===== src/rtl/p405s_icu_pkg.sv =====
// Shared definitions for the ICU line-fill sequencer: FSM state encoding,
// legal line sizes and the address offset field geometry.
package p405s_icu_pkg;

  // Fill sequencer states. IDLE must stay at encoding 0 so the reset value
  // and the BUSY decode line up.
  typedef enum logic [1:0] {
    ST_IDLE  = 2'd0,
    ST_REQ   = 2'd1,
    ST_DATA  = 2'd2,
    ST_DRAIN = 2'd3
  } fill_state_e;

  // The only line sizes (in 32-bit words) the sequencer supports.
  localparam int LINE_WORDS_4 = 4;
  localparam int LINE_WORDS_8 = 8;

  // Address geometry: 32-bit addresses, byte offset inside a word is 2 bits,
  // word offset inside the line sits directly above it.
  localparam int ADDR_W     = 32;
  localparam int DATA_W     = 32;
  localparam int BYTE_OFF_W = 2;
  localparam int BYTE_OFF_LSB = 0;
  localparam int WORD_OFF_LSB = BYTE_OFF_W;

  // Width of the word-offset field for a given line size.
  function automatic int word_off_w(input int line_words);
    return $clog2(line_words);
  endfunction

  // True when the line size is one the sequencer supports.
  function automatic bit line_words_legal(input int line_words);
    return (line_words == LINE_WORDS_4) || (line_words == LINE_WORDS_8);
  endfunction

endpackage


===== src/rtl/p405s_icu_fill_cnt.sv =====
// Beat counter and write-index generator for the line-fill sequencer.
// Counts accepted beats of the current fill and produces the array word
// index (start index + beat count) modulo the line size; the index never
// carries into the line address.
module p405s_icu_fill_cnt
  import p405s_icu_pkg::*;
#(
  parameter int LINE_WORDS = 8,
  localparam int IDX_W = $clog2(LINE_WORDS)
) (
  input  logic             clk,
  input  logic             rst_n,
  input  logic             clr,        // restart counting for a new fill
  input  logic             inc,        // one beat accepted this cycle
  input  logic [IDX_W-1:0] start_idx,  // word index of the first beat
  output logic [IDX_W-1:0] idx,        // word index of the current beat
  output logic             last        // current beat is the final one
);

  logic [IDX_W:0] cnt_q;
  logic [IDX_W:0] cnt_d;

  // Next count: clear wins over increment.
  always_comb begin
    cnt_d = cnt_q;
    if (clr) begin
      cnt_d = '0;
    end else if (inc) begin
      cnt_d = cnt_q + 1'b1;
    end
  end

  // Beat count register.
  always_ff @(posedge clk or negedge rst_n) begin
    if (!rst_n) begin
      cnt_q <= '0;
    end else begin
      cnt_q <= cnt_d;
    end
  end

  // Index wraps naturally in IDX_W bits, which is modulo LINE_WORDS.
  assign idx  = start_idx + cnt_q[IDX_W-1:0];
  assign last = (cnt_q == (IDX_W + 1)'(LINE_WORDS - 1));

endmodule


===== src/rtl/p405s_icu_fill_seq.sv =====
// ICU cache-line fill sequencer.
// Captures a miss address, requests the line from the bus, and steers the
// returning data beats into the array with a per-word write strobe.
// Build option: P405S_ICU_FILL_CWF_EN selects critical-word-first (request
// the missed word's address, start writing at its word index); without it
// the fill is in order from a line-aligned address starting at index 0.
//
// Handshake: REQ rises the cycle after a miss is captured and holds, with
// REQ_ADDR stable, until the bus returns ACK=1; REQ drops the following
// cycle. Every cycle with DVAL=1 after ACK is one data beat, there is no
// back-pressure on beats.
module p405s_icu_fill_seq
  import p405s_icu_pkg::*;
#(
  parameter int LINE_WORDS = 8
) (
  input  logic                            CB,
  input  logic                            RST_N,
  input  logic                            MISS_VAL,
  input  logic [0:31]                     MISS_ADDR,
  input  logic                            ABORT,
  output logic                            REQ,
  output logic [0:31]                     REQ_ADDR,
  input  logic                            ACK,
  input  logic                            DVAL,
  input  logic [0:31]                     DATA,
  output logic                            WR_EN,
  output logic [0:$clog2(LINE_WORDS)-1]   WR_IDX,
  output logic [0:31]                     WR_DATA,
  output logic                            DONE,
  output logic                            BUSY,
  output fill_state_e                     dbg_state
);

  localparam int IDX_W = word_off_w(LINE_WORDS);

  // Address bits cleared when forming the fill request address.
  localparam logic [ADDR_W-1:0] BYTE_MASK = (ADDR_W'(1) << BYTE_OFF_W) - ADDR_W'(1);
  localparam logic [ADDR_W-1:0] LINE_MASK =
    (ADDR_W'(LINE_WORDS) << BYTE_OFF_W) - ADDR_W'(1);

  if (!line_words_legal(LINE_WORDS)) begin : g_bad_line_words
    $error("p405s_icu_fill_seq: LINE_WORDS must be 4 or 8");
  end

  // Request address derived from the miss address for the selected fill order.
  function automatic logic [ADDR_W-1:0] fill_req_addr(input logic [ADDR_W-1:0] a);
`ifdef P405S_ICU_FILL_CWF_EN
    return a & ~BYTE_MASK;
`else
    return a & ~LINE_MASK;
`endif
  endfunction

  // Value views of the MSB-first buses (numeric value is unchanged).
  logic [ADDR_W-1:0] miss_w;
  logic [DATA_W-1:0] data_w;
  assign miss_w = MISS_ADDR;
  assign data_w = DATA;

  fill_state_e       state_q,   state_d;
  logic [ADDR_W-1:0] addr_q,    addr_d;
  logic              wr_en_q,   wr_en_d;
  logic              done_q,    done_d;
  logic [IDX_W-1:0]  wr_idx_q,  wr_idx_d;
  logic [DATA_W-1:0] wr_data_q, wr_data_d;

  logic              cnt_clr;
  logic              cnt_inc;
  logic [IDX_W-1:0]  start_idx;
  logic [IDX_W-1:0]  beat_idx;
  logic              beat_last;

  // The request address already carries the start word index in CWF mode
  // and zeros in in-order mode, so one extraction serves both.
  assign start_idx = addr_q[WORD_OFF_LSB +: IDX_W];

  p405s_icu_fill_cnt #(
    .LINE_WORDS (LINE_WORDS)
  ) u_cnt (
    .clk       (CB),
    .rst_n     (RST_N),
    .clr       (cnt_clr),
    .inc       (cnt_inc),
    .start_idx (start_idx),
    .idx       (beat_idx),
    .last      (beat_last)
  );

  // Next-state and registered-output logic for the fill FSM.
  always_comb begin
    state_d   = state_q;
    addr_d    = addr_q;
    wr_en_d   = 1'b0;
    done_d    = 1'b0;
    wr_idx_d  = wr_idx_q;
    wr_data_d = wr_data_q;
    cnt_clr   = 1'b0;
    cnt_inc   = 1'b0;

    unique case (state_q)
      ST_IDLE: begin
        if (MISS_VAL) begin
          addr_d  = fill_req_addr(miss_w);
          state_d = ST_REQ;
        end
      end

      ST_REQ: begin
        // A simultaneous ACK completes the handshake even when aborting;
        // the bus will still deliver the line, so it has to be drained.
        if (ACK) begin
          cnt_clr = 1'b1;
          state_d = ABORT ? ST_DRAIN : ST_DATA;
        end else if (ABORT) begin
          state_d = ST_IDLE;
        end
      end

      ST_DATA: begin
        if (DVAL) begin
          // A beat arriving together with ABORT is still written.
          wr_en_d   = 1'b1;
          wr_idx_d  = beat_idx;
          wr_data_d = data_w;
          cnt_inc   = 1'b1;
          if (beat_last) begin
            state_d = ST_IDLE;
            done_d  = !ABORT;
          end else if (ABORT) begin
            state_d = ST_DRAIN;
          end
        end else if (ABORT) begin
          state_d = ST_DRAIN;
        end
      end

      ST_DRAIN: begin
        // Swallow the rest of the line without writing it.
        if (DVAL) begin
          cnt_inc = 1'b1;
          if (beat_last) begin
            state_d = ST_IDLE;
          end
        end
      end

      default: begin
        state_d = ST_IDLE;
      end
    endcase
  end

  // FSM state and registered outputs.
  always_ff @(posedge CB or negedge RST_N) begin
    if (!RST_N) begin
      state_q   <= ST_IDLE;
      addr_q    <= '0;
      wr_en_q   <= 1'b0;
      done_q    <= 1'b0;
      wr_idx_q  <= '0;
      wr_data_q <= '0;
    end else begin
      state_q   <= state_d;
      addr_q    <= addr_d;
      wr_en_q   <= wr_en_d;
      done_q    <= done_d;
      wr_idx_q  <= wr_idx_d;
      wr_data_q <= wr_data_d;
    end
  end

  assign REQ       = (state_q == ST_REQ);
  assign BUSY      = (state_q != ST_IDLE);
  assign REQ_ADDR  = addr_q;
  assign WR_EN     = wr_en_q;
  assign WR_IDX    = wr_idx_q;
  assign WR_DATA   = wr_data_q;
  assign DONE      = done_q;
  assign dbg_state = state_q;

endmodule


===== config.mk =====
export PLATFORM = sky130hd
export DESIGN_NAME = p405s_icu_fill_seq
export DESIGN_NICKNAME = d
export VERILOG_FILES = /design/src/rtl/p405s_icu_pkg.sv /design/src/rtl/p405s_icu_fill_cnt.sv /design/src/rtl/p405s_icu_fill_seq.sv
export SDC_FILE = /design/constraint.sdc
export NUM_CORES = 1
export LEC_CHECK = 0
export ABC_CLOCK_PERIOD_IN_PS = 2000
export BUFFER_PORTS_ARGS = -buffer_cell sky130_fd_sc_hd__buf_2
export CORE_MARGIN = 1.5
export CORE_UTILIZATION = 45
export DETAILED_ROUTE_END_ITERATION = 8
export PLACE_DENSITY = 0.79
export SYNTH_ARGS = -nofsm -noshare
export SYNTH_HDL_FRONTEND = slang
export SYNTH_SLANG_ARGS = --single-unit

===== constraint.sdc =====
create_clock -name CB -period 2 [get_ports CB]
set_clock_uncertainty 0.05 [all_clocks]
set_input_delay 0 -clock CB [delete_from_list [all_inputs] [get_ports CB]]
set_output_delay 0 -clock CB [all_outputs]
set_load 0.02 [all_outputs]

==> results.yml, run 1 <==
grt:
  antenna_found_initial: 0
  grt_pass1_wl_mm: 11.4
  use_met2_pct: 37.6
  grtUsageMet1_pct: 24.1
  gr-total-overflow: 0
  busiest_layer: "met2"
  grtUsageTotal_pct: 21.2
  grt.met3_usage_pct: 6.46
  grt_pass1_vias: 2340
  grt_max_degree: 71
floorplan:
  die_x_um: 83.1
  io-pin-count: 143
  initial_core_util_pct: 47.6
  die_area_mm2: 0.00690
  die_y_um: 83.1
  coreArea_mm2: 0.00606
  rows: 28
clock_network:
  worstSkewPairLatency_ns: 0.33
  cts_buffer_depth: 2
  cts_tree: "done"
  cts_resized: 0
  cts_hold_buf: 64
  clkTransAtPathRegs_ns: 0.07
  root_buffer: "clkbuf_8"
  clock_sinks: 70
  postCtsSetupBuffers: 0
  cts_buffers: 9
  cts_max_level: 3
timing:
  final.setup.tns_ns: 0
  report.final.slew_viol_count: 0
  finalSetupViolCount: 0
  period_share_pct: 85.3
  period_needed_ns: 1.71
  hold_viol: 0
  rsz0062_at_grt: "false"
  fmax_mhz: 586
power_and_ir_drop:
  intPower_uw: 3860
  p_sw_uw: 2380
  switching_share_pct: 38.2
  ir_drop_v: 0.00101
  sequentialPowerShare_pct: 40.0
  p_comb_share_pct: 44.8
  power_density_mw_per_mm2: 1420
  leakage_uw: 0.00221
  p_clk_share_pct: 15.2
detailed_routing:
  ant_nets: 0
  via_count: 2141
  routedWlPerCell_um: 15.3
  routed_wl_mm: 7.08
  viasPerCell: 4.64
  firstDrtPassIters: 4
  dr.first_iter.drc_count: 59
  drt_drc_violations_left: 0
placement:
  place.gp.congestion: 0.736
  dp_hpwl_mm: 3.95
  portBuffers: 132
worst_setup_path:
  crit_fanout: 18
  crit_buf_inv: 1
  crit_type: "reg2reg"
  cp-start-kind: "register"
  path_cells: "or2_4 -> nor2_8 -> buf_12 -> mux2_4"
  cp.arrival_ns: 1.87
  slowest_stage: "dfrtp_1"
  worst_setup_path_end_kind: "register"
  worst_ep_required_time_ns: 2.17
  slowest_delay_ns: 0.47
  path_delay_family: "simple AND/OR/NAND/NOR gates"
logic_synthesis:
  syn_area_mm2: 0.00289
  ys_types: 28
  avgSynthCellArea_um2: 16.0
  syn_inst: 180
  yosys_warnings: 0
  ys_seq_area_share_pct: 60.7
  synth_seq_cells: 70
finish:
  fin_nets: 454
  post-route-util_pct: 72.5
  synthToLayoutAreaGrowth_pct: 52.2
  drive_above_1_share_pct: 55.4
  num_antenna_cells: 0
flow_run:
  drv_cap: 0
status:
  status: "finished clean"
hold_path:
  min_path_type: "in2async"
-- cells by family (layout without fill, tap and decap cells) --
family	after synthesis	count (layout)	share of synthesized area, %
mux	64	64	27.5
buf+inv	15	217	4.77
other cells	1	5	0.130
fa+ha+maj	1	1	0.433
flops	70	70	60.7
simple gates	18	18	4.16
xor+xnor	2	2	0.607
compound gates	9	9	1.69
-- tightest hold or removal path: stages --
cell and delay [ns]:
dlygate4sd3_1 0.54, buf_2 0.13, buf_12 0.31
-- worst paths after layout --
check                                              start                    endpoint  slack (ns)  cells after the start
worst min-delay path                               RST_N  u_cnt.cnt_q[0]$_DFFE_PN0P_        0.19                      3
max in group asynchronous                          RST_N     WR_DATA[18]$_DFFE_PN0P_        1.41                      3
worst min register to register   WR_DATA[17]$_DFFE_PN0P_     WR_DATA[17]$_DFFE_PN0P_        0.45                      1
min in group CB                                    ABORT              DONE$_DFF_PN0_        0.36                      3
worst max register to register  dbg_state[0]$_DFFE_PN0P_    REQ_ADDR[15]$_DFFE_PN0P_        0.29                      4
worst max-delay path            dbg_state[0]$_DFFE_PN0P_    REQ_ADDR[15]$_DFFE_PN0P_        0.29                      4
-- cells in the final DEF (no fill, tap or decap), types with 2 or more instances in the layout --
master	instances
conb_1	5
nand3b_1	2
a21oi_1	4
clkinv_2	2
dfrtp_1	70
nand2_1	6
inv_1	3
buf_2	132
mux2_4	20
o21ai_0	3
clkbuf_8	10
mux2_2	43
buf_12	3
clkbuf_1	2
nor2_1	2
dlygate4sd3_1	64
-- state kept, by name, indices dropped and copies added (netlist names) --
name and flops:
WR_DATA 32, u_cnt.cnt_q 4, dbg_state 2, REQ_ADDR 27, WR_EN 1, DONE 1
WR_IDX 3
-- power by group through the flow --
stage	Combinational [µW]	Sequential [µW]	Clock (µW)
after global placement	2630	2450	0
after detailed placement	2680	2490	0
after floorplan	944	3290	0
after CTS	2790	2470	968
after global routing	2970	2570	1040
final	2790	2490	951
-- synthesized netlist by cell type --
cell type | n | area (µm²)
a211oi_1 | 1 | 7.51
a21oi_1 | 4 | 20.0
and2b_1 | 1 | 7.51
buf_12 | 2 | 40.0
buf_4 | 5 | 37.5
buf_6 | 4 | 45.0
clkbuf_1 | 1 | 3.75
conb_1 | 1 | 3.75
dfrtp_1 | 70 | 1750
ha_1 | 1 | 12.5
inv_1 | 3 | 11.3
mux2_2 | 43 | 484
mux2_4 | 20 | 300
mux2i_1 | 1 | 10.0
nand2_1 | 6 | 22.5
nand2b_1 | 1 | 6.26
nand3_1 | 1 | 5.00
nand3b_1 | 2 | 15.0
nand4_1 | 1 | 6.26
nor2_1 | 2 | 7.51
nor2_8 | 1 | 20.0
nor2b_1 | 1 | 6.26
nor4b_2 | 1 | 15.0
o21ai_0 | 3 | 15.0
o22ai_1 | 1 | 6.26
or2_4 | 1 | 8.76
xnor2_1 | 1 | 8.76
xor2_1 | 1 | 8.76
-- layout make-up --
class,instances,area (µm²)
flip-flops and latches,70,1750
fillers,409,1670
repair buffers,200,1370
multi-input cells,99,1010
clock buffers,12,145
well taps,75,93.8
inverters,3,11.3
clock inverters,2,10.0
-- layer usage --
layer  up-vias  wire, µm
met2        83      3650
met4         0       134
li1       1018         -
met5         -         0
met1      1030      2900
met3        10       387
-- through the flow --
step,hold slack [ns],std cells,power (µW),worst slack [ns],area (µm²)
after floorplan,-0.346,184,4240,0.380,2900
after global placement,0.000469,383,5080,0.372,3600
after detailed placement,0.00241,383,5170,0.344,3600
after CTS,0.174,461,6230,0.314,4390
after global routing,0.206,461,6580,0.257,4390
final,0.185,461,6240,0.295,4390
Note: power is estimated with default switching activity, not from simulation.
==> run 2: changes to the inputs <==
--- a/config.mk
+++ b/config.mk
@@ -11,6 +11,7 @@
 export CORE_UTILIZATION = 45
 export DETAILED_ROUTE_END_ITERATION = 8
 export PLACE_DENSITY = 0.79
+export REMOVE_ABC_BUFFERS = 1
 export SYNTH_ARGS = -nofsm -noshare
 export SYNTH_HDL_FRONTEND = slang
 export SYNTH_SLANG_ARGS = --single-unit
==> run 2 against run 1 <==
- sequential power about the same
- core utilization increased by 0.083 points
- critical endpoint is now REQ_ADDR[24]$_DFFE_PN0P_
- global-route usage increased by 1.1 points
- cell count rose by 0.87%
- via count rose by 1.7%
- largest cell class unchanged
- wire length rose by 0.11%
==> results.yml, run 2 (same netlist as run 1, synthesis figures left out) <==
floorplan:
  die_area_mm2: 0.00690
  die_x_um: 83.1
  initial_core_util_pct: 47.6
  rows: 28
  io-pin-count: 143
  die_y_um: 83.1
  coreArea_mm2: 0.00606
clock_network:
  clkTransAtPathRegs_ns: 0.07
  worstSkewPairLatency_ns: 0.33
  cts_max_level: 3
  cts_buffers: 9
  root_buffer: "clkbuf_8"
  cts_tree: "done"
  cts_buffer_depth: 2
  clock_sinks: 70
placement:
  dp_hpwl_mm: 4.31
  placedCellCount: 387
  place.gp.congestion: 0.765
  portBuffers: 132
grt:
  grt_pass1_wl_mm: 11.9
  grt_pass1_vias: 2459
  antenna_found_initial: 0
  gr-total-overflow: 0
  grt_max_degree: 26
  grtUsageTotal_pct: 22.3
timing:
  period_share_pct: 76.4
  rsz0062_at_grt: "false"
  final.setup.tns_ns: 0
  finalSetupViolCount: 0
  fmax_mhz: 655
  report.final.slew_viol_count: 0
  period_needed_ns: 1.53
  tightest_slew_ns: 0.507
  hold_viol: 0
  relSlewSlack_pct: 66.2
  hold_ws_ns: 0.0208
finish:
  drive_above_1_share_pct: 55.9
  layout_commonest_cell: "buf_2"
  largest_register_ff_count: 32
  num_antenna_cells: 0
  synthToLayoutAreaGrowth_pct: 52.4
  fin_cells: 465
  fin_nets: 458
  post-route-util_pct: 72.6
  mostFrequentLayoutCells: "132 x buf_2, 70 x dfrtp_1, 64 x dlygate4sd3_1"
detailed_routing:
  ant_nets: 0
  routed_wl_mm: 7.08
  routedWlPerCell_um: 15.2
  drt_drc_violations_left: 0
  viasPerCell: 4.68
  via_count: 2178
  firstDrtPassIters: 4
  dr.first_iter.drc_count: 44
worst_setup_path:
  worst_setup_path_end_kind: "register"
  crit_fanout: 9
  crit_type: "reg2reg"
  cp.arrival_ns: 1.69
  slowest_delay_ns: 0.38
  path_cells: "or2_4 -> nor2_8 -> buf_4 -> mux2_2"
  worst_ep_required_time_ns: 2.16
  slowest_stage: "dfrtp_1"
  regToRegSetupSlack_ns: 0.47
  cp-start-kind: "register"
power_and_ir_drop:
  finalPower_uw: 6250
  ir_drop_v: 0.00104
  power_density_mw_per_mm2: 1420
  leakage_uw: 0.00222
hold_path:
  min_path_type: "in2reg"
flow_run:
  drv_cap: 0
status:
  status: "finished clean"
-- run 2: worst max-delay path: cells and delay by family, from the launching register on --
family	cells	cell delay (ns)
multiplexers	1	0.35
buffers and inverters	1	0.22
flip-flops	1	0.38
AND/OR/NAND/NOR	2	0.41
-- run 2: what timing repair did --
item / 4_1_cts / 5_1_grt
setup buffers: 0 / 0
gates resized for setup: 0 / 0
endpoints found under the setup margin: 0 / 0
hold endpoints to repair: 86 / 0
hold buffers: 64 / 0
-- run 2: final timing paths --
check | end | from | depth (start not counted)
worst max-delay path | REQ_ADDR[24]$_DFFE_PN0P_ | dbg_state[1]$_DFFE_PN0P_ | 4
worst min-delay path | dbg_state[0]$_DFFE_PN0P_ | MISS_VAL | 4
worst max register to register | REQ_ADDR[24]$_DFFE_PN0P_ | dbg_state[1]$_DFFE_PN0P_ | 4
worst min register to register | WR_DATA[10]$_DFFE_PN0P_ | WR_DATA[10]$_DFFE_PN0P_ | 1
max in group asynchronous | WR_DATA[5]$_DFFE_PN0P_ | RST_N | 3
min in group asynchronous | REQ_ADDR[7]$_DFFE_PN0P_ | RST_N | 2
-- run 2: final cells by class --
| cell class | count | area [µm²] |
|---|---|---|
| clock buffer | 12 | 145 |
| clock inverter | 2 | 10.0 |
| fill | 401 | 1660 |
| inverter | 3 | 11.3 |
| multi-input combinational | 99 | 1010 |
| sequential | 70 | 1750 |
| tap | 75 | 93.8 |
| timing repair buffer | 204 | 1370 |
-- run 2: report_power, final --
group          switching [µW]  internal (µW)  total [µW]  leakage [µW]
logic                    1540           1300        2850       0.00129
clock network             459            467         926     0.0000821
registers                 372           2110        2480      0.000844
total                    2380           3880        6250       0.00222
-- run 2: metal layers --
layer | track usage, % | wire length [µm]
met1 | 23.2 | 2570
met2 | 41.5 | 4020
met3 | 7.16 | 335
met4 | 8.48 | 158
met5 | 0 | 0
-- run 2: metrics by stage --
step | area, µm² | setup slack [ns]
2_1_floorplan | 2780 | -0.338
4_1_cts | 4400 | 0.466
6_report | 4400 | 0.472
3_5_place_dp | 3600 | 0.478
3_3_place_gp | 3600 | 0.501
5_1_grt | 4400 | 0.380
